$ cat config.mk
export PLATFORM = sky130hd
export DESIGN_NAME = ram_burst_master
export DESIGN_NICKNAME = d
export VERILOG_FILES = /design/src/rtl/ram_burst_master.sv
export SDC_FILE = /design/constraint.sdc
export NUM_CORES = 1
export LEC_CHECK = 0
export CORE_AREA = 2 2 128 130
export CTS_BUF_LIST = sky130_fd_sc_hd__clkbuf_2 sky130_fd_sc_hd__clkbuf_4 sky130_fd_sc_hd__clkbuf_8
export CTS_CLUSTER_DIAMETER = 40
export DETAILED_ROUTE_END_ITERATION = 10
export DIE_AREA = 0 0 130 132
export HOLD_SLACK_MARGIN = 0.15
export PLACE_DENSITY_LB_ADDON = 0.1
export SETUP_SLACK_MARGIN = 0.02
export SLEW_MARGIN = 20
export SYNTH_ARGS = -nofsm -noshare
export SYNTH_HDL_FRONTEND = slang
export SYNTH_SLANG_ARGS = --single-unit
$ cat constraint.sdc
create_clock -name clk -period 2.1 [get_ports clk]
set_input_delay 0.42 -clock clk [delete_from_list [all_inputs] [get_ports clk]]
set_output_delay 0.42 -clock clk [all_outputs]
set_load 0.02 [all_outputs]
$ cat src/rtl/ram_burst_master.sv
// ram_burst_master: burst initiator for a single-port 256x64 RAM slave.
// Accepts one command at a time and either streams write data into consecutive
// RAM addresses (one word per cycle peak) or reads consecutive words back out
// through a valid/ready stream (issue, wait, hold: three cycles per word).
// All RAM control pins and read-stream outputs are registered.
module ram_burst_master #(
  parameter int AW = 8,
  parameter int DW = 64
) (
  input  logic          clk,
  input  logic          reset_n,
  // command channel
  input  logic          cmd_valid,
  output logic          cmd_ready,
  input  logic          cmd_rd,
  input  logic [AW-1:0] cmd_addr,
  input  logic [AW:0]   cmd_len,
  // write-data stream
  input  logic          wr_valid,
  input  logic [DW-1:0] wr_data,
  output logic          wr_ready,
  // read-data stream
  output logic          rd_valid,
  output logic [DW-1:0] rd_data,
  input  logic          rd_ready,
  // RAM slave port
  output logic          cen,
  output logic          wen,
  output logic [AW-1:0] s_addr,
  output logic [DW-1:0] s_din,
  input  logic [DW-1:0] s_dout,
  // status
  output logic          busy,
  output logic          done
);

  localparam logic [2:0] S_IDLE     = 3'd0;
  localparam logic [2:0] S_WR       = 3'd1;
  localparam logic [2:0] S_RD_ISSUE = 3'd2;
  localparam logic [2:0] S_RD_WAIT  = 3'd3;
  localparam logic [2:0] S_RD_HOLD  = 3'd4;
  localparam logic [2:0] S_DONE     = 3'd5;

  logic [2:0]    state_q,    state_d;
  logic [AW-1:0] ptr_q,      ptr_d;
  logic [AW:0]   remain_q,   remain_d;
  logic          cen_q,      cen_d;
  logic          wen_q,      wen_d;
  logic [AW-1:0] s_addr_q,   s_addr_d;
  logic [DW-1:0] s_din_q,    s_din_d;
  logic          rd_valid_q, rd_valid_d;
  logic [DW-1:0] rd_data_q,  rd_data_d;

  // Next-state and next-output logic for the burst sequencer.
  always_comb begin
    // NOTE: every signal gets a default first so no path leaves it unassigned
    // (an unassigned path would infer a latch).
    state_d    = state_q;
    ptr_d      = ptr_q;
    remain_d   = remain_q;
    cen_d      = 1'b0;          // RAM strobes are single-cycle unless re-armed
    wen_d      = 1'b0;
    s_addr_d   = s_addr_q;
    s_din_d    = s_din_q;
    rd_valid_d = rd_valid_q;
    rd_data_d  = rd_data_q;

    case (state_q)
      S_IDLE: begin
        if (cmd_valid) begin
          ptr_d    = cmd_addr;
          remain_d = cmd_len;
          if (cmd_len == '0) begin
            state_d = S_DONE;
          end else if (cmd_rd) begin
            // The read strobe is armed on the edge entering RD_ISSUE so the
            // RAM sees the read during RD_ISSUE and returns data in RD_WAIT.
            state_d  = S_RD_ISSUE;
            cen_d    = 1'b1;
            s_addr_d = cmd_addr;
          end else begin
            state_d = S_WR;
          end
        end
      end

      S_WR: begin
        if (wr_valid) begin
          cen_d    = 1'b1;
          wen_d    = 1'b1;
          s_addr_d = ptr_q;
          s_din_d  = wr_data;
          ptr_d    = ptr_q + AW'(1);          // wraps modulo 2^AW
          remain_d = remain_q - (AW+1)'(1);
          if (remain_q == (AW+1)'(1)) begin
            state_d = S_DONE;
          end
        end
      end

      S_RD_ISSUE: begin
        ptr_d    = ptr_q + AW'(1);
        remain_d = remain_q - (AW+1)'(1);
        state_d  = S_RD_WAIT;
      end

      S_RD_WAIT: begin
        rd_data_d  = s_dout;
        rd_valid_d = 1'b1;
        state_d    = S_RD_HOLD;
      end

      S_RD_HOLD: begin
        if (rd_ready) begin
          rd_valid_d = 1'b0;
          if (remain_q != '0) begin
            state_d  = S_RD_ISSUE;
            cen_d    = 1'b1;
            s_addr_d = ptr_q;
          end else begin
            state_d = S_DONE;
          end
        end
      end

      S_DONE: begin
        state_d = S_IDLE;
      end

      default: begin
        state_d = S_IDLE;
      end
    endcase
  end

  // State and registered outputs; reset abandons any burst in flight.
  always_ff @(posedge clk or negedge reset_n) begin
    if (!reset_n) begin
      state_q    <= S_IDLE;
      ptr_q      <= '0;
      remain_q   <= '0;
      cen_q      <= 1'b0;
      wen_q      <= 1'b0;
      s_addr_q   <= '0;
      s_din_q    <= '0;
      rd_valid_q <= 1'b0;
      rd_data_q  <= '0;
    end else begin
      // NOTE: non-blocking assignments so every register samples the values
      // from before this edge, independent of statement order.
      state_q    <= state_d;
      ptr_q      <= ptr_d;
      remain_q   <= remain_d;
      cen_q      <= cen_d;
      wen_q      <= wen_d;
      s_addr_q   <= s_addr_d;
      s_din_q    <= s_din_d;
      rd_valid_q <= rd_valid_d;
      rd_data_q  <= rd_data_d;
    end
  end

  assign cmd_ready = (state_q == S_IDLE);
  assign wr_ready  = (state_q == S_WR);
  assign busy      = (state_q != S_IDLE);
  assign done      = (state_q == S_DONE);

  assign cen       = cen_q;
  assign wen       = wen_q;
  assign s_addr    = s_addr_q;
  assign s_din     = s_din_q;
  assign rd_valid  = rd_valid_q;
  assign rd_data   = rd_data_q;

endmodule

== After elaboration in Yosys (flattened, before gate mapping) ==
Cells that the tools add are included.
Operators by class
  add/sub/neg operators: 2
  equal/unequal tests: 13
  reductions and logical operators: 12
  multiplexer cells: 31
Operators with widths (number)
  two-way mux 8 bit: 8
  one-hot mux 8 bit (3 select lines): 2
  one-hot mux 9 bit (3 select lines): 1
  two-way mux 3 bit: 6
  two-way mux 9 bit: 2
  one-hot mux 3 bit (5 select lines): 1
  != test 2 bit, second input constant: 5
  == test 9 x 1 -> 1 bit, second input constant: 1
  logical NOT 9 bit: 1
  nonzero test 3 bit: 3
  nonzero test 9 bit: 1
  subtractor 9 x 1 -> 9 bit, second input constant: 1
  adder 8 x 1 -> 8 bit, second input constant: 1
  two-way mux 1 bit: 8
  AND reduction 7 bit: 1
  == test 3 x 2 -> 1 bit, second input constant: 2
  == test 3 bit, second input constant: 2
  != test 2 x 1 -> 1 bit, second input constant: 2
  AND reduction 2 bit: 2
  AND reduction 4 bit: 1
  == test 3 x 1 -> 1 bit, second input constant: 1
  logical NOT 3 bit: 1
  one-hot mux 1 bit (3 select lines): 1
  AND reduction 3 bit: 1
  3 further kinds: 3
Word-level totals
  logic and storage cells: 67
  output and inout port bits: 143
  input port bits: 151
  flip-flop bits (word level): 159

== Longest topological paths before layout ==
  depth after elaboration: 4
  mapped depth: 7
  gate-level depth less buffers: 6

== Least setup slack after synthesis ==
OpenSTA, ideal clock, no wires.
  path type: flip-flop to flip-flop
  start: register state_q[2]
  end: register s_addr_q[0], in the netlist s_addr[0]
  required time: 1.975 ns
  arrival: 1.974 ns
  period minus slack after synthesis: 2.099 ns
  cell stages (with the launch flop): 7
  path buffers: 2
  setup time: 0.125 ns
  slack: 0.001 ns
  path through: dfrtp_1 -> buf_6 -> nor3b_1 -> nor2b_4 -> buf_6 -> mux2_4 -> mux2_4
On the way
  word-level cells in the longest chain between the ends: 3
  elaborated cells on any way between the ends: 12
  those cells by class: 8 x eq/ne; 1 x mux; 3 x reduce/logical
Ends and longest elaborated chain
  start, declared: line 44  | logic [2:0] state_q, state_d;
  start signal, assigned: line 151  | state_q <= state_d;
  == test 3 x 1 -> 1 bit *
  net wr_ready: line 21  | output logic wr_ready,
  != test 2 bit (no line) / nonzero test 3 bit (equally long branches)
  AND reduction 7 bit (no line)
  end signal, assigned: line 156  | s_addr_q <= s_addr_d;
  end, declared: line 49  | logic [AW-1:0] s_addr_q, s_addr_d;
Mark *: on every way through the listed nets, which the timed path passes. The rest lies on a longest branch.
A chain may end at the register's enable or synchronous reset.

== Worst setup path after layout ==
  start: register state_q[1]
  end: output port busy
On the way
  word-level cells in the longest chain between the ends: 1
Ends and longest elaborated chain
  nonzero test 3 bit: line 165  | assign busy = (state_q != S_IDLE);
  end, declared: line 33  | output logic busy,
Every way passes these cells.

==> impl_results.md <==
- Final Slew Violations: 0
- Synth Area per Inst: 14.01 sq um
- Synth Cell Area: a little under 7000 sq um
- Rel. slew slack: 0.6395
- Placer Congestion: 0.9586
- Register area share after synthesis: 0.5879
- Max Freq: roughly 500 MHz
- Post-route ant nets: 0
- Run status: finished, final reports clean
- Setup_tns: 0 ps
- Arrival time at the worst endpoint: 1590 ps
- #FFs+latches synth: roughly 160
- Full die area: 17160 sq um
- Area growth from synthesis to layout: 58.75%
- CTS tree: built
- Post-synthesis mux area share: 0.2559
- Post-placement cell count: approximately 1000
- Cells along the critical path: or3_4 -> clkdlybuf4s15_1
- CTS Sinks: 159
- Post-synth cell types: 52
- Worst R2R Setup Slack: roughly 100 ps
- Final wirelength: approximately 19 mm
- Simple-gate share of the synthesized area: 0.05972
- Largest family of logic cells by synthesized area: multiplexers
- Worst-Margin Slew: 540.8 ps
- Remaining Overflow, GRT: 0
- Final Skew: between 15 and 20 ps
- Cells after synthesis: around 480
- Pleak: 4.507 nW
- Number of synthesized flops with an enable pin: 0
- Die Width: 130 microns
- Crit-path max cell delay: approximately 430 ps
- Hold Crit Class: primary input to asynchronous set/reset pin
- Synth Area in Compound Gates: 0.05990
- Number of max-cap violations: 0
- Critical-path maximum fanout: 4
- Root buf cell: clkbuf_8
- PD cells: between 1500 and 2000 nW/um^2
- RSZ-0062 raised after global routing: true
- CTS max path bufs: 2
- Tcrit/Tclk final: 0.9565
- Syn Nets: roughly 640
- Fin util: 0.6838
- Num CTS Buffers: 17
- Largest net degree at the start of global routing: between 60 and 70
- # fillers: around 1200
- Worst vdd ir: just under 900 uV
- Vias: 5217
- Vias in the first global route: between 5000 and 6000
- Area of the multi-input gates: between 2000 and 3000 sq um
- Startpoint Class: flop
- # diodes: 0
- Vias/cell: 5.021
- Fraction of layout cells with a size suffix above 1: 0.2831
- Antenna violations before repair: 0
- Crit Path Category: flop to primary output
- Required @ worst endpoint: 1680 ps
- CP max-delay cell: dfrtp_1
- # DRC: 0
- Clk_lat worst skew: approximately 450 ps
- Ys flop type: dfrtp_1
- All-Layer GR Usage: 0.2212
- Minimum clock period: roughly 2000 ps
- Sequential cell area: between 3000 and 4000 sq um
- Average wire per standard cell: ~18 microns
- Critical Path End Type: primary output
- H-tree depth: 4
- Initial Util: 0.4307
- Synth Area in Adders: 0.007395
- Pre-antenna DRT Iters: 4
- # IOs: slightly below 300
- Core area: between 15000 and 20000 sq um
- Setup-failing EPs final: 0
- Post-synth ARST share: 1.000
- Synthesis Warnings: 0
- Hold_ws: between 400 and 500 ps
- Die Y: 132 microns
- Global-route wire length before repair: between 20 and 30 mm
- Final HPWL DP: 14.83 mm
- Non-filler cells, final: 1039
- DR iter-0 viols: 251
- Port-buffer cells: 293
- Post-synthesis xor/xnor area fraction: 0.001294
- Final hold viol count: 0
- CTS clk-pin slew, worst paths: 80 ps
- Rows: 46
- # nets final: roughly 970
-- through the flow --
stage	instance area (sq um)	setup slack [ps]	total power, mW
after detailed placement	10250	-264.6	15.88
after CTS	10740	25.53	18.50
after global placement	10250	-248.7	15.55
after floorplan	6773	184.2	11.08
after global routing	10740	14.21	19.35
final	10740	91.35	18.33
-- critical path: cells and delay by family (launching register included) --
family,cells,cell delay (ps)
and+or+nand+nor,1,420
buffers and inverters,1,300
DFF,1,430
-- Yosys cell counts (2+ instances only) --
| cell | count | area share |
|---|---|---|
| dfrtp_1 | 159 | 0.59 |
| mux2_2 | 128 | 0.21 |
| a21oi_1 | 21 | 0.016 |
| buf_2 | 16 | 0.012 |
| mux2_4 | 16 | 0.035 |
| nand2_1 | 14 | 0.0078 |
| nor2_1 | 11 | 0.0061 |
| o21ai_0 | 11 | 0.0081 |
| clkbuf_1 | 9 | 0.0050 |
| inv_1 | 9 | 0.0050 |
| nand3_1 | 8 | 0.0059 |
| nor3_1 | 7 | 0.0052 |
| nor4_1 | 6 | 0.0055 |
| mux2i_1 | 5 | 0.0074 |
| ha_1 | 4 | 0.0074 |
| o22ai_1 | 4 | 0.0037 |
| a211oi_1 | 3 | 0.0033 |
| a2bb2oi_1 | 3 | 0.0039 |
| a31oi_1 | 3 | 0.0028 |
| buf_6 | 3 | 0.0050 |
| nand2b_1 | 3 | 0.0028 |
| nor3b_1 | 3 | 0.0033 |
| o22a_1 | 3 | 0.0039 |
| or3_1 | 3 | 0.0028 |
| and3_1 | 2 | 0.0018 |
| o221ai_1 | 2 | 0.0026 |
| o2bb2ai_1 | 2 | 0.0026 |
-- cell type report --
cell class | instances | share of cell area
Timing Repair Buffer | 339 | 0.3150
Multi-Input combinational cell | 286 | 0.2440
Clock buffer | 20 | 0.02504
Clock inverter | 10 | 0.01724
Inverter | 9 | 0.003144
Sequential cell | 159 | 0.3704
Tap cell | 216 | 0.02515
-- layout by cell type (no fill, tap or decap), types with 2 or more instances in the layout --
cell type        count
nor2_1              11
nor4_1               5
dfrtp_1            158
o2bb2ai_1            2
o21ai_0             11
nor3_1               6
a211oi_1             3
nor4_2               2
clkbuf_8            19
buf_12               9
nand3_1              7
clkdlybuf4s50_1    288
a31oi_1              3
o22a_1               3
mux2_4              16
buf_4               36
buf_2                2
ha_1                 4
bufinv_16            5
a2bb2oi_1            3
or3_1                3
clkinv_2             2
nor3b_1              2
nand2_1             14
inv_1                9
and3_1               2
o22ai_1              4
mux2i_1              5
nand2b_1             3
a21oi_1             21
clkdlybuf4s15_1      2
o221ai_1             2
mux2_2             128
-- routing by layer --
metal  vias up  track usage  wire [microns]
met2       197       0.4061           10240
met3        24      0.04951            1246
met1      2598       0.2491            7175
met4         0      0.07706             307
met5         -            0               0
li1       2398            -               -
-- cells by family after synthesis --
kind of cell / Yosys count
DFF: 159
muxes: 149
and+or+nand+nor: 70
AOI/OAI and AO/OA: 62
buffers and inverters: 38
adders and majority gates: 4
xor gates and xnor gates: 1
-- timing repair --
item	4_1_cts	5_1_grt
resized for setup	10	4
cloned	0	0
setup endpoints to repair	4	12
hold buffers	1	0
endpoints found under the hold margin	51	0
pin swaps	0	1
setup buffers	4	0
-- report_power, final --
part,switching (mW),internal (mW)
registers,0.914,4.65
clock network,1.08,1.48
logic,4.75,5.46
total,6.74,11.6
-- registers in the layout, summed over array words and instances, names as in the netlist --
signal	cells
s_addr	8
state_q	3
cen	1
rd_valid	1
s_din	64
remain_q	9
wen	1
rd_data	64
ptr_q	8
-- final timing paths --
kind	cells past startpoint	from	end
min	2	reset_n	rd_data[52]$_DFFE_PN0P_
min in group clk	2	rd_valid$_DFFE_PN0P_	rd_valid$_DFFE_PN0P_
max reg2reg	6	state_q[1]$_DFFE_PN0P_	s_addr[0]$_DFFE_PN0P_
max in group asynchronous	3	reset_n	state_q[0]$_DFFE_PN0P_
max	2	state_q[1]$_DFFE_PN0P_	busy
min reg2reg	2	rd_valid$_DFFE_PN0P_	rd_valid$_DFFE_PN0P_
No activity file was read; power rests on OpenSTA's default activity.
